**config.mk**
```make
export PLATFORM = sky130hd
export DESIGN_NAME = wb_serial_mc
export DESIGN_NICKNAME = d
export VERILOG_FILES = /design/src/rtl/wb_serial_mc_pkg.sv /design/src/rtl/wb_serial_rr_arb.sv /design/src/rtl/wb_serial_mc.sv
export SDC_FILE = /design/constraint.sdc
export NUM_CORES = 1
export LEC_CHECK = 0
export ABC_AREA = 1
export CORE_MARGIN = 1.5
export CORE_UTILIZATION = 50
export DETAILED_ROUTE_END_ITERATION = 8
export GPL_ROUTABILITY_DRIVEN = 1
export MAX_ROUTING_LAYER = met4
export PLACE_DENSITY = 0.73
export SYNTH_ARGS = -nofsm -noshare
export SYNTH_HDL_FRONTEND = slang
export SYNTH_HIERARCHICAL = 1
export SYNTH_SLANG_ARGS = --single-unit
```
**constraint.sdc**
```tcl
create_clock -name clk -period 29.5 [get_ports clk]
set_input_delay 5.9 -clock clk [delete_from_list [all_inputs] [get_ports clk]]
set_output_delay 5.9 -clock clk [all_outputs]
set_load 0.01 [all_outputs]
```
**src/rtl/wb_serial_mc_pkg.sv**
```systemverilog
// Shared definitions for the multi-channel serial humidity/temperature sensor controller.
package wb_serial_mc_pkg;

  localparam int unsigned MaxCh = 8;

  // Word indices (byte address [6:2]); index bit 4 selects the per-channel data window.
  localparam logic [4:0] AdrCtrl   = 5'h00;
  localparam logic [4:0] AdrStatus = 5'h01;
  localparam logic [4:0] AdrPeriod = 5'h02;
  localparam logic [4:0] AdrTrig   = 5'h03;
  localparam logic [4:0] AdrDone   = 5'h04;
  localparam logic [4:0] AdrCkerr  = 5'h05;
  localparam logic [4:0] AdrToerr  = 5'h06;

  localparam int unsigned CtrlAutoEn  = 0;
  localparam int unsigned CtrlIrqEn   = 1;
  localparam int unsigned CtrlChanLsb = 8;

  typedef enum logic [1:0] {StIdle, StStart, StWait, StCheck} state_e;

  // Byte-wise checksum of {hum, humd, tem, temd}, wrapping mod 256.
  function automatic logic [7:0] dht_sum(input logic [31:0] d);
    return d[31:24] + d[23:16] + d[15:8] + d[7:0];
  endfunction

endpackage

```
**src/rtl/wb_serial_rr_arb.sv**
```systemverilog
// Round-robin picker: finds the next pending channel after last_ch, wrapping at NCH.
module wb_serial_rr_arb #(
  parameter int unsigned NCH = 4
) (
  input  logic [NCH-1:0] pending,
  input  logic [2:0]     last_ch,
  output logic [2:0]     next_ch,
  output logic           any
);

  // Walk offsets from farthest to nearest so the nearest set bit wins.
  always_comb begin
    next_ch = last_ch;
    for (int i = NCH; i >= 1; i--) begin
      for (int c = 0; c < NCH; c++) begin
        if (((int'(last_ch) + i) % NCH) == c && pending[c]) begin
          next_ch = 3'(c);
        end
      end
    end
  end

  assign any = |pending;

endmodule

```
**src/rtl/wb_serial_mc.sv**
```systemverilog
// Wishbone slave scheduling NCH single-wire sensor engines with checksum/timeout checking.
module wb_serial_mc
  import wb_serial_mc_pkg::*;
#(
  parameter int unsigned NCH        = 4,
  parameter int unsigned TIMEOUT    = 32'd5_000_000,
  parameter logic [31:0] PERIOD_RST = 32'd0
) (
  input  logic              clk,
  input  logic              reset,
  input  logic [31:0]       wb_adr_i,
  input  logic [31:0]       wb_dat_i,
  output logic [31:0]       wb_dat_o,
  input  logic [3:0]        wb_sel_i,
  input  logic              wb_cyc_i,
  input  logic              wb_stb_i,
  input  logic              wb_we_i,
  output logic              wb_ack_o,
  output logic              irq_o,
  output logic [NCH-1:0]    meas_o,
  input  logic [NCH-1:0]    done_i,
  input  logic [40*NCH-1:0] raw_i
);

  logic        ack_q, irq_q, auto_en_q, irq_en_q;
  logic [31:0] dat_q, rd_data, period_q, tick_cnt_q, tmo_q;
  logic [7:0]  chan_en_q;
  logic [2:0]  cur_ch_q, last_ch_q, arb_next, rd_ch;
  logic [39:0] raw_q, raw_sel;
  logic [31:0] data0_q [MaxCh];
  logic [7:0]  sum_q   [MaxCh];
  logic [7:0]  cnt_q   [MaxCh];
  logic [NCH-1:0] pend_q, done_q, ckerr_q, toerr_q, cur_mask, pend_set, pend_clr;
  logic [NCH-1:0] done_w1c, ckerr_w1c, toerr_w1c;
  logic        acc, wr, tick, arb_any, done_hit, sum_ok, fin_ok, fin_bad, timed_out;
  logic [4:0]  widx;
  state_e      state_q, state_d;
  logic        unused_bits;

  assign unused_bits = ^{wb_sel_i, wb_adr_i[31:7], wb_adr_i[1:0]};

  assign acc  = wb_stb_i & wb_cyc_i & ~ack_q;
  assign wr   = acc & wb_we_i;
  assign widx = wb_adr_i[6:2];

  assign wb_ack_o = wb_stb_i & wb_cyc_i & ack_q;
  assign wb_dat_o = dat_q;
  assign irq_o    = irq_q;

  wb_serial_rr_arb #(.NCH(NCH)) u_arb (
    .pending (pend_q),
    .last_ch (last_ch_q),
    .next_ch (arb_next),
    .any     (arb_any)
  );

  always_comb begin
    cur_mask = '0;
    raw_sel  = '0;
    for (int c = 0; c < NCH; c++) begin
      if (cur_ch_q == 3'(c)) begin
        cur_mask[c] = 1'b1;
        raw_sel     = raw_i[c*40 +: 40];
      end
    end
  end

  assign done_hit = |(done_i & cur_mask);
  assign sum_ok   = (dht_sum(raw_q[39:8]) == raw_q[7:0]);
  assign tick     = auto_en_q && (period_q != '0) && (tick_cnt_q == period_q - 32'd1);

  always_ff @(posedge clk or posedge reset) begin
    if (reset) state_q <= StIdle;
    else       state_q <= state_d;
  end

  always_comb begin
    state_d = state_q;
    unique case (state_q)
      StIdle:  if (arb_any) state_d = StStart;
      StStart: state_d = StWait;
      StWait: begin
        if (done_hit)               state_d = StCheck;
        else if (tmo_q <= 32'd1)    state_d = StIdle;
      end
      StCheck: state_d = StIdle;
      default: state_d = StIdle;
    endcase
  end

  always_comb begin
    meas_o    = '0;
    fin_ok    = 1'b0;
    fin_bad   = 1'b0;
    timed_out = 1'b0;
    unique case (state_q)
      StStart: meas_o = cur_mask;
      StWait:  timed_out = ~done_hit & (tmo_q <= 32'd1);
      StCheck: begin
        fin_ok  = sum_ok;
        fin_bad = ~sum_ok;
      end
      default: ;
    endcase
  end

  always_comb begin
    pend_set  = (wr && widx == AdrTrig) ? wb_dat_i[NCH-1:0] : '0;
    pend_set |= tick ? chan_en_q[NCH-1:0] : '0;
    pend_clr  = (fin_ok | fin_bad | timed_out) ? cur_mask : '0;
    done_w1c  = (wr && widx == AdrDone)  ? wb_dat_i[NCH-1:0] : '0;
    ckerr_w1c = (wr && widx == AdrCkerr) ? wb_dat_i[NCH-1:0] : '0;
    toerr_w1c = (wr && widx == AdrToerr) ? wb_dat_i[NCH-1:0] : '0;
  end

  always_comb begin
    rd_data = '0;
    rd_ch   = widx[3:1];
    if (widx[4]) begin
      if (int'(rd_ch) < NCH) begin
        rd_data = widx[0] ? {16'h0, sum_q[rd_ch], cnt_q[rd_ch]} : data0_q[rd_ch];
      end
    end else begin
      case (widx)
        AdrCtrl:   rd_data = {16'h0, chan_en_q, 6'h0, irq_en_q, auto_en_q};
        AdrStatus: rd_data = {16'h0, 8'(pend_q), 1'b0, cur_ch_q, 3'b0, state_q != StIdle};
        AdrPeriod: rd_data = period_q;
        AdrDone:   rd_data = 32'(done_q);
        AdrCkerr:  rd_data = 32'(ckerr_q);
        AdrToerr:  rd_data = 32'(toerr_q);
        default:   rd_data = '0;
      endcase
    end
  end

  always_ff @(posedge clk or posedge reset) begin
    if (reset) begin
      ack_q      <= 1'b0;
      dat_q      <= '0;
      irq_q      <= 1'b0;
      auto_en_q  <= 1'b0;
      irq_en_q   <= 1'b0;
      chan_en_q  <= '0;
      period_q   <= PERIOD_RST;
      tick_cnt_q <= '0;
      pend_q     <= '0;
      done_q     <= '0;
      ckerr_q    <= '0;
      toerr_q    <= '0;
      cur_ch_q   <= '0;
      // Start just before channel 0 so the first round visits channels in ascending order.
      last_ch_q  <= 3'(NCH - 1);
      tmo_q      <= '0;
      raw_q      <= '0;
      for (int c = 0; c < MaxCh; c++) begin
        data0_q[c] <= '0;
        sum_q[c]   <= '0;
        cnt_q[c]   <= '0;
      end
    end else begin
      ack_q <= acc;
      if (acc) dat_q <= rd_data;
      irq_q <= irq_en_q & |(done_q | ckerr_q | toerr_q);

      if (wr && widx == AdrCtrl) begin
        auto_en_q <= wb_dat_i[CtrlAutoEn];
        irq_en_q  <= wb_dat_i[CtrlIrqEn];
        chan_en_q <= wb_dat_i[CtrlChanLsb +: 8];
      end
      if (wr && widx == AdrPeriod) period_q <= wb_dat_i;

      if ((wr && widx == AdrPeriod) || !auto_en_q || period_q == '0 || tick) begin
        tick_cnt_q <= '0;
      end else begin
        tick_cnt_q <= tick_cnt_q + 32'd1;
      end

      pend_q  <= (pend_q & ~pend_clr) | pend_set;
      done_q  <= (done_q & ~done_w1c) | (fin_ok ? cur_mask : '0);
      ckerr_q <= (ckerr_q & ~ckerr_w1c) | (fin_bad ? cur_mask : '0);
      toerr_q <= (toerr_q & ~toerr_w1c) | (timed_out ? cur_mask : '0);

      if (state_q == StIdle && arb_any) cur_ch_q <= arb_next;
      if (state_q == StStart)      tmo_q <= 32'(TIMEOUT);
      else if (state_q == StWait)  tmo_q <= tmo_q - 32'd1;
      if (state_q == StWait && done_hit) raw_q <= raw_sel;

      if (fin_ok) begin
        data0_q[cur_ch_q] <= raw_q[39:8];
        sum_q[cur_ch_q]   <= raw_q[7:0];
        cnt_q[cur_ch_q]   <= cnt_q[cur_ch_q] + 8'd1;
      end
      if (fin_ok || fin_bad || timed_out) last_ch_q <= cur_ch_q;
    end
  end

endmodule
```
# Word level (Yosys, flattened, before mapping)
# Cells that the tools add are included.
# classes
n_addsub	11
order_cmp	5
n_eq_ne	28
muxes	67
bitwise_logic	29
n_reduce_logical	48
# op_table
operator	count
$mux 32	9
$bwmux 256	1
$pmux 32 s6	1
$logic_not 32->1	5
$mux 40	4
$bwmux 64	2
$bmux 32 s3	1
$demux 32 s3	1
$bmux 8 s3	3
$sub 32x1->32 const B	2
$mux 8	7
$mux 3	16
$mux 4	10
$add 32x1->32 const B	1
$eq 32x32->1	1
$le 32x1->1 const B	1
$reduce_bool 32->1	1
$or 4x4->4	7
$logic_and 1x1->1	27
$add 8x8->8	3
$demux 8 s3	1
$and 4x4->4	5
$eq 2x2->1 const B	10
$not 4->4	4
other kinds (30)	65
# totals
regBits	588
in_bits	237
out_inout_bits	38
elab_cells	229

# Depth between registers and ports, before layout
# Gate-level depths: netlist of run 1.
# logic_depth
ltp_word	19
depth_mapped	19

# By module
# The synthesis of run 1 kept the hierarchy.
# modules_own_cells
module	n_inst	cells_per_inst	area_per_inst_um2	seq_area_each_um2
wb_serial_mc	1	3070	23356.2	10712.8
wb_serial_rr_arb	1	38	161.4	0.0

# Worst setup path after synthesis of run 1
# No wires, ideal clock.
# synth_path
kind	input to output
startpoint	input wb_stb_i
endpoint	output wb_ack_o
arrival_ns	6.080
required_ns	23.600
path_slack_ns	17.520
cell_stages	1
path_cell_list	and3_1
# synth_between
elab_chain_cells	2
# synth_lines
element	line_no	text
from (decl)	wb_serial_mc.sv:16	input logic wb_stb_i,
$and 1x1->1 (2 in a row)	wb_serial_mc.sv:46	assign wb_ack_o = wb_stb_i & wb_cyc_i & ack_q;
to (decl)	wb_serial_mc.sv:18	output logic wb_ack_o,
# Every way passes these cells.

# Final worst setup path of run 1
# Ends and elaborated chain as after synthesis.

==> impl_metrics.toml, run 1 <==
[synth]
synthTopCellsByArea = "dfrtp_1 45%, nand2_1 15%, nand3_1 6.4%"
yosys.area_share.adder_pct = 2.149
yosysUniqueCellTypes = 54
syn-cell-area_sq_um = 23520
synth_top_family_by_area = "simple AND/OR/NAND/NOR gates"
synth-seq-cells = 428
yosys.area_share.simple_pct = 29.33
ys.flop_type = "dfrtp_1"
syn_inst = 3108
synth_nets = 3377
async_reset_ff_share_pct = 100.0
synth_edf_count = 0
yosysWarningCount = 6
ys_seq_area_share_pct = 45.55
synth-xor-area-share_pct = 2.969
synth_common_cells = "913 x nand2_1, 426 x dfrtp_1, 355 x nor2_1, 299 x nand3_1, 189 x o21ai_0"
syn_avg_cell_area_sq_um = 7.567
yosys.area.top_type = "dfrtp_1"
synthMuxAreaShare_pct = 0.04788
yosys.area.top_type_share_pct = 45.33
yosys.cell_count.top_type = "nand2_1"
synth-compound-area-share_pct = 12.44

[sta]
min_period_ns = 12.95
finalHoldViolCount = 0
setup_viol = 0
fin_crit_sh_pct = 43.90
fmax_mhz = 77.22
slew_headroom_pct = 9.296
rsz0062_at_grt = "no"
fin_tns_setup_ns = 0
drv_slew = 0
finalClockSkew_ns = 0.02514
tightest_slew_ns = 1.350
hold_slack_ns = 0.4643

[floorplanning]
dieArea_sq_um = 48350
die_w_um = 219.9
die_y_um = 219.9
initial_core_util_pct = 50.62
io-pin-count = 275
row_count = 79
fp.coreArea_sq_um = 46460

[clocking]
post-cts-setup-buffers = 0
post_cts_resized = 0
cts_hold_buf = 0
clk_path_buf_depth = 3
clkSinkCount = 428
clk-insertion-delay-late_ns = 0.59
htreeDepth = 2
cts-buffers-inserted = 46
clkTransAtPathRegs_ns = 0.06
tritoncts = "done"
clock_tree.root_cell = "clkbuf_16"

[grt]
grt_pass1_wl_um = 113400
overflow = 0
antenna_found_initial = 0
grtUsageMet1_pct = 41.99
track_usage_pct = 30.90
grtUsageMet2_pct = 47.59
gr-usage-met3_pct = 4.582
grt_pass1_vias = 20860
busiest_layer = "met2"
grt_max_degree = 176

[worst_hold_path]
min_path_cells = 2
min_path_type = "flip-flop to flip-flop"

[placed_design]
port_buffers = 243
placed_area_sq_um = 25880
gp_congestion = 0.9135
hpwl_um = 49520

[flow_run]
maxCapViolations = 0

[detailed_routing]
drt_wl_total_um = 72080
dr.pass1.iters = 6
antenna_left = 0
viasPerCell = 5.738
vias = 22020
wl_per_cell_um = 18.78
drt_iter0_markers = 2209
drc = 0

[layout]
area_delta_synth_final_pct = 16.39
final_nets = 3467
fin_area_sq_um = 27370
drive_gt1_share_pct = 4.241

[critical_path]
crit_chain = "clkdlybuf4s50_1 > and3_1 > clkdlybuf4s50_1"
path_depth = 3
cp.required_ns = 23.60
crit_type = "input pin to primary output"
start_kind = "input pin"
worstPathMaxFanout = 2
cpMostUsedCell = "clkdlybuf4s50_1"
cp-end-kind = "primary output"
crit_family = "buffers and inverters"
critPathBufInv = 2
crit_slowest_cell = "clkdlybuf4s50_1"
r2r_cells = 20
crit_arrival_ns = 7.05
max_stage_delay_ns = 0.53

[power_and_ir_drop]
peakVddDrop_uv = 72.18
p_per_area_nw_per_um2 = 79.50
leakagePower_uw = 0.01290
power_uw = 2176

[outcome]
status = "complete, no violations"
==> cells in the final DEF (no fill, tap or decap), types with 7 or more instances in the layout <==
cell type | netlist | layout
dfrtp_1 | 426 | 426
a22oi_1 | 28 | 28
nor3_1 | 36 | 35
clkbuf_1 | 135 | 12
o22ai_1 | 39 | 39
o21ai_0 | 189 | 189
nor4_1 | 7 | 7
a221oi_1 | 9 | 9
buf_4 | 28 | 25
nand4_1 | 28 | 28
ha_1 | 18 | 18
nand2_1 | 913 | 913
a21oi_1 | 86 | 86
xor2_1 | 49 | 49
clkbuf_8 | 0 | 9
clkdlybuf4s50_1 | 0 | 242
nand3_1 | 299 | 299
xnor2_1 | 27 | 27
o221ai_1 | 7 | 7
nor2_1 | 355 | 351
clkinv_2 | 0 | 8
o21bai_1 | 7 | 7
fa_1 | 14 | 14
inv_2 | 5 | 8
a22o_1 | 39 | 39
a31oi_1 | 65 | 65
clkbuf_16 | 0 | 47
inv_1 | 174 | 171
==> power by group <==
group          switching, uW  internal [uW]  total, uW  leakage (uW)
clock                    238            340        578      0.000736
combinational            476            298        774       0.00658
sequential               140            684        824       0.00559
total                    854           1320       2180        0.0129
==> layout make-up <==
cell class	instances	area (sq um)
Multi-Input combinational cell	2268	11080
Clock buffer	68	1345
Antenna cell	1	2.502
Timing Repair Buffer	269	2635
Fill cell	4238	19090
Tap cell	607	759.5
Sequential cell	428	10710
Inverter	185	701.9
Clock inverter	12	138.9
==> cell families (layout without fill, tap and decap cells) <==
kind of cell / count (synthesis) / count (layout)
adder cells (fa/ha/maj): 32 / 32
multiplexers: 1 / 1
AND/OR/NAND/NOR: 1669 / 1669
buffers and inverters: 412 / 534
AO/OA/AOI/OAI: 488 / 488
XOR/XNOR: 78 / 78
other: 0 / 1
flip-flops: 428 / 428
==> layer usage <==
metal  vias to the layer above  routed length, um  share of wire [%]
met5                         -                  0                  0
met4                         0               2311                3.2
met3                       131               6382                8.9
met2                      1074              32680                 45
met1                     10450              30700                 43
li1                      10360                  -                  -
==> flip-flops by register name (all words and copies together), names as in the netlist, 2 cells and up <==
register,flops
chan_en_q,8
toerr_q,4
sum_q,32
cur_ch_q,3
raw_q,40
wb_dat_o,32
state_q,2
pend_q,4
last_ch_q,3
tmo_q,32
ckerr_q,4
done_q,4
data0_q,128
period_q,32
tick_cnt_q,32
cnt_q,64
==> worst min-delay path: stages, from the launching register on <==
cell and delay (ns):
dfrtp_1 0.33, nand2_1 0.05, nand2_1 0.05
==> path summary, 6_finish.rpt <==
check | start | end | slack, ns
setup / recovery | wb_stb_i | wb_ack_o | 16.55
hold / removal | data0_q[242]$_DFFE_PP0P_ | data0_q[242]$_DFFE_PP0P_ | 0.46
setup reg to reg | raw_q[9]$_DFFE_PP0P_ | data0_q[233]$_DFFE_PP0P_ | 23.46
hold reg to reg | data0_q[242]$_DFFE_PP0P_ | data0_q[242]$_DFFE_PP0P_ | 0.46
max in group asynchronous | reset | raw_q[36]$_DFFE_PP0P_ | 21.30
min in group asynchronous | reset | period_q[31]$_DFFE_PP0P_ | 5.82
==> metrics by stage <==
stage	utilization, %	instances	worst slack (ns)
after detailed placement	55.72	3757	16.55
final	58.92	3838	16.55
after CTS	58.91	3837	16.55
after global routing	58.91	3837	16.53
after global placement	55.72	3757	16.56
after floorplan	-	3108	11.69
Power figures use the tool's default switching activity.
==> inputs of run 2 (changes only) <==
- clock period: 29.5 -> 13.1 ns (I/O delays scaled with it)
==> impl_metrics.toml, run 2 (synthesis gave the netlist of run 1 again) <==
[clocking]
htreeDepth = 2
cts-buffers-inserted = 46
clkSinkCount = 428
cts_hold_buf = 0
clk_path_buf_depth = 3
clkTransAtPathRegs_ns = 0.06
post-cts-setup-buffers = 0
post_cts_resized = 0
tritoncts = "done"
clk-insertion-delay-late_ns = 0.58
clock_tree.root_cell = "clkbuf_16"

[critical_path]
cp.required_ns = 10.48
crit_arrival_ns = 3.77
start_kind = "input pin"
crit_type = "input pin to primary output"
cp-end-kind = "primary output"
worstPathMaxFanout = 2

[detailed_routing]
dr.pass1.iters = 5
antenna_left = 0
wl_per_cell_um = 18.87
viasPerCell = 5.771
vias = 22140
drc = 0
drt_iter0_markers = 2279
drt_wl_total_um = 72400

[floorplanning]
die_y_um = 219.9
fp.coreArea_sq_um = 46460
row_count = 79
die_w_um = 219.9
dieArea_sq_um = 48350
initial_core_util_pct = 50.62
io-pin-count = 275

[placed_design]
post-place-cells = 3759
port_buffers = 243
gp_congestion = 0.9780
hpwl_um = 49960

[sta]
drv_slew = 0
hold_slack_ns = 0.4595
finalHoldViolCount = 0
tightest_slew_ns = 1.283
setup_viol = 0
fin_crit_sh_pct = 48.75
rsz0062_at_grt = "no"
slew_headroom_pct = 13.81
min_period_ns = 6.386
fmax_mhz = 156.6
fin_tns_setup_ns = 0
finalClockSkew_ns = 0.01661

[layout]
drive_gt1_share_pct = 4.214
post-route-util_pct = 58.95
final_common_cell = "nand2_1"
regMostFlops = "data0_q"
fin_cells = 3836
final_cell_mix = "913 x nand2_1, 426 x dfrtp_1, 351 x nor2_1, 299 x nand3_1, 242 x clkdlybuf4s50_1"
area_delta_synth_final_pct = 16.46
largest_register_ffs = 128
reg_top3 = "data0_q x128, cnt_q x64, raw_q x40"
final_nets = 3469

[power_and_ir_drop]
leakagePower_uw = 0.01289
peakVddDrop_uv = 146.9
p_per_area_nw_per_um2 = 179.0

[flow_run]
maxCapViolations = 0

[grt]
grt_max_degree = 233
overflow = 0
antenna_found_initial = 3
track_usage_pct = 31.10
grt_pass1_vias = 21000
grt_pass1_wl_um = 114200

[outcome]
status = "complete, no violations"

[worst_hold_path]
min_path_type = "flip-flop to flip-flop"
[run 2: changes by cell type in the layout (fill, tap and decap cells not counted), sizes merged]
cell | previous run | this run
buf | 27 | 29
bufinv | 3 | 4
inv | 181 | 179
clkbuf | 68 | 63
diode | 1 | 2
clkinvlp | 0 | 2
clkinv | 13 | 12
[run 2: cell type report]
class | instances | area (sq um)
clock inverters | 12 | 166.4
well taps | 607 | 759.5
clock buffers | 63 | 1319
fillers | 4242 | 19070
inverters | 185 | 699.4
diodes | 2 | 5.005
repair buffers | 271 | 2650
multi-input cells | 2268 | 11080
flip-flops and latches | 428 | 10710
[run 2: per-layer routing]
metal  up-vias  part of all wire (%)  wire length (um)  track usage [%]
met4         0                   3.5              2530            10.57
met2      1054                    45             32720            47.49
met1     10590                    42             30490            41.63
met5         -                     0                 0                -
met3       139                   9.2              6667            5.977
li1      10360                     -                 -                -
[run 2: final timing paths]
check	from	to	slack, ns	cells after the start
worst min-delay path	tmo_q[21]$_DFFE_PP0P_	tmo_q[21]$_DFFE_PP0P_	0.46	1
worst min register to register	tmo_q[21]$_DFFE_PP0P_	tmo_q[21]$_DFFE_PP0P_	0.46	1
worst max register to register	raw_q[25]$_DFFE_PP0P_	cnt_q[50]$_DFFE_PP0P_	7.04	19
worst max-delay path	wb_stb_i	wb_ack_o	6.71	3
max in group asynchronous	reset	tmo_q[17]$_DFFE_PP0P_	7.80	5
min in group asynchronous	reset	period_q[29]$_DFFE_PP0P_	2.37	2
[run 2: report_power, final]
group | switching [uW] | internal (uW)
Combinational | 1070 | 675
Clock | 528 | 777
Sequential | 307 | 1540
Total | 1910 | 2990
[run 2: critical path, cell delays in order]
cell and delay (ns):
clkdlybuf4s50_1 0.47, and3_1 0.15, clkdlybuf4s50_1 0.53
[run 2: through the flow]
stage / total power, uW / area (sq um) / setup WS (ns)
3_3_place_gp: 3542 / 25900 / 6.596
4_1_cts: 4915 / 27380 / 6.710
6_report: 4902 / 27390 / 6.714
2_1_floorplan: 3072 / 23520 / 4.704
3_5_place_dp: 3599 / 25900 / 6.547
5_1_grt: 5223 / 27390 / 6.653
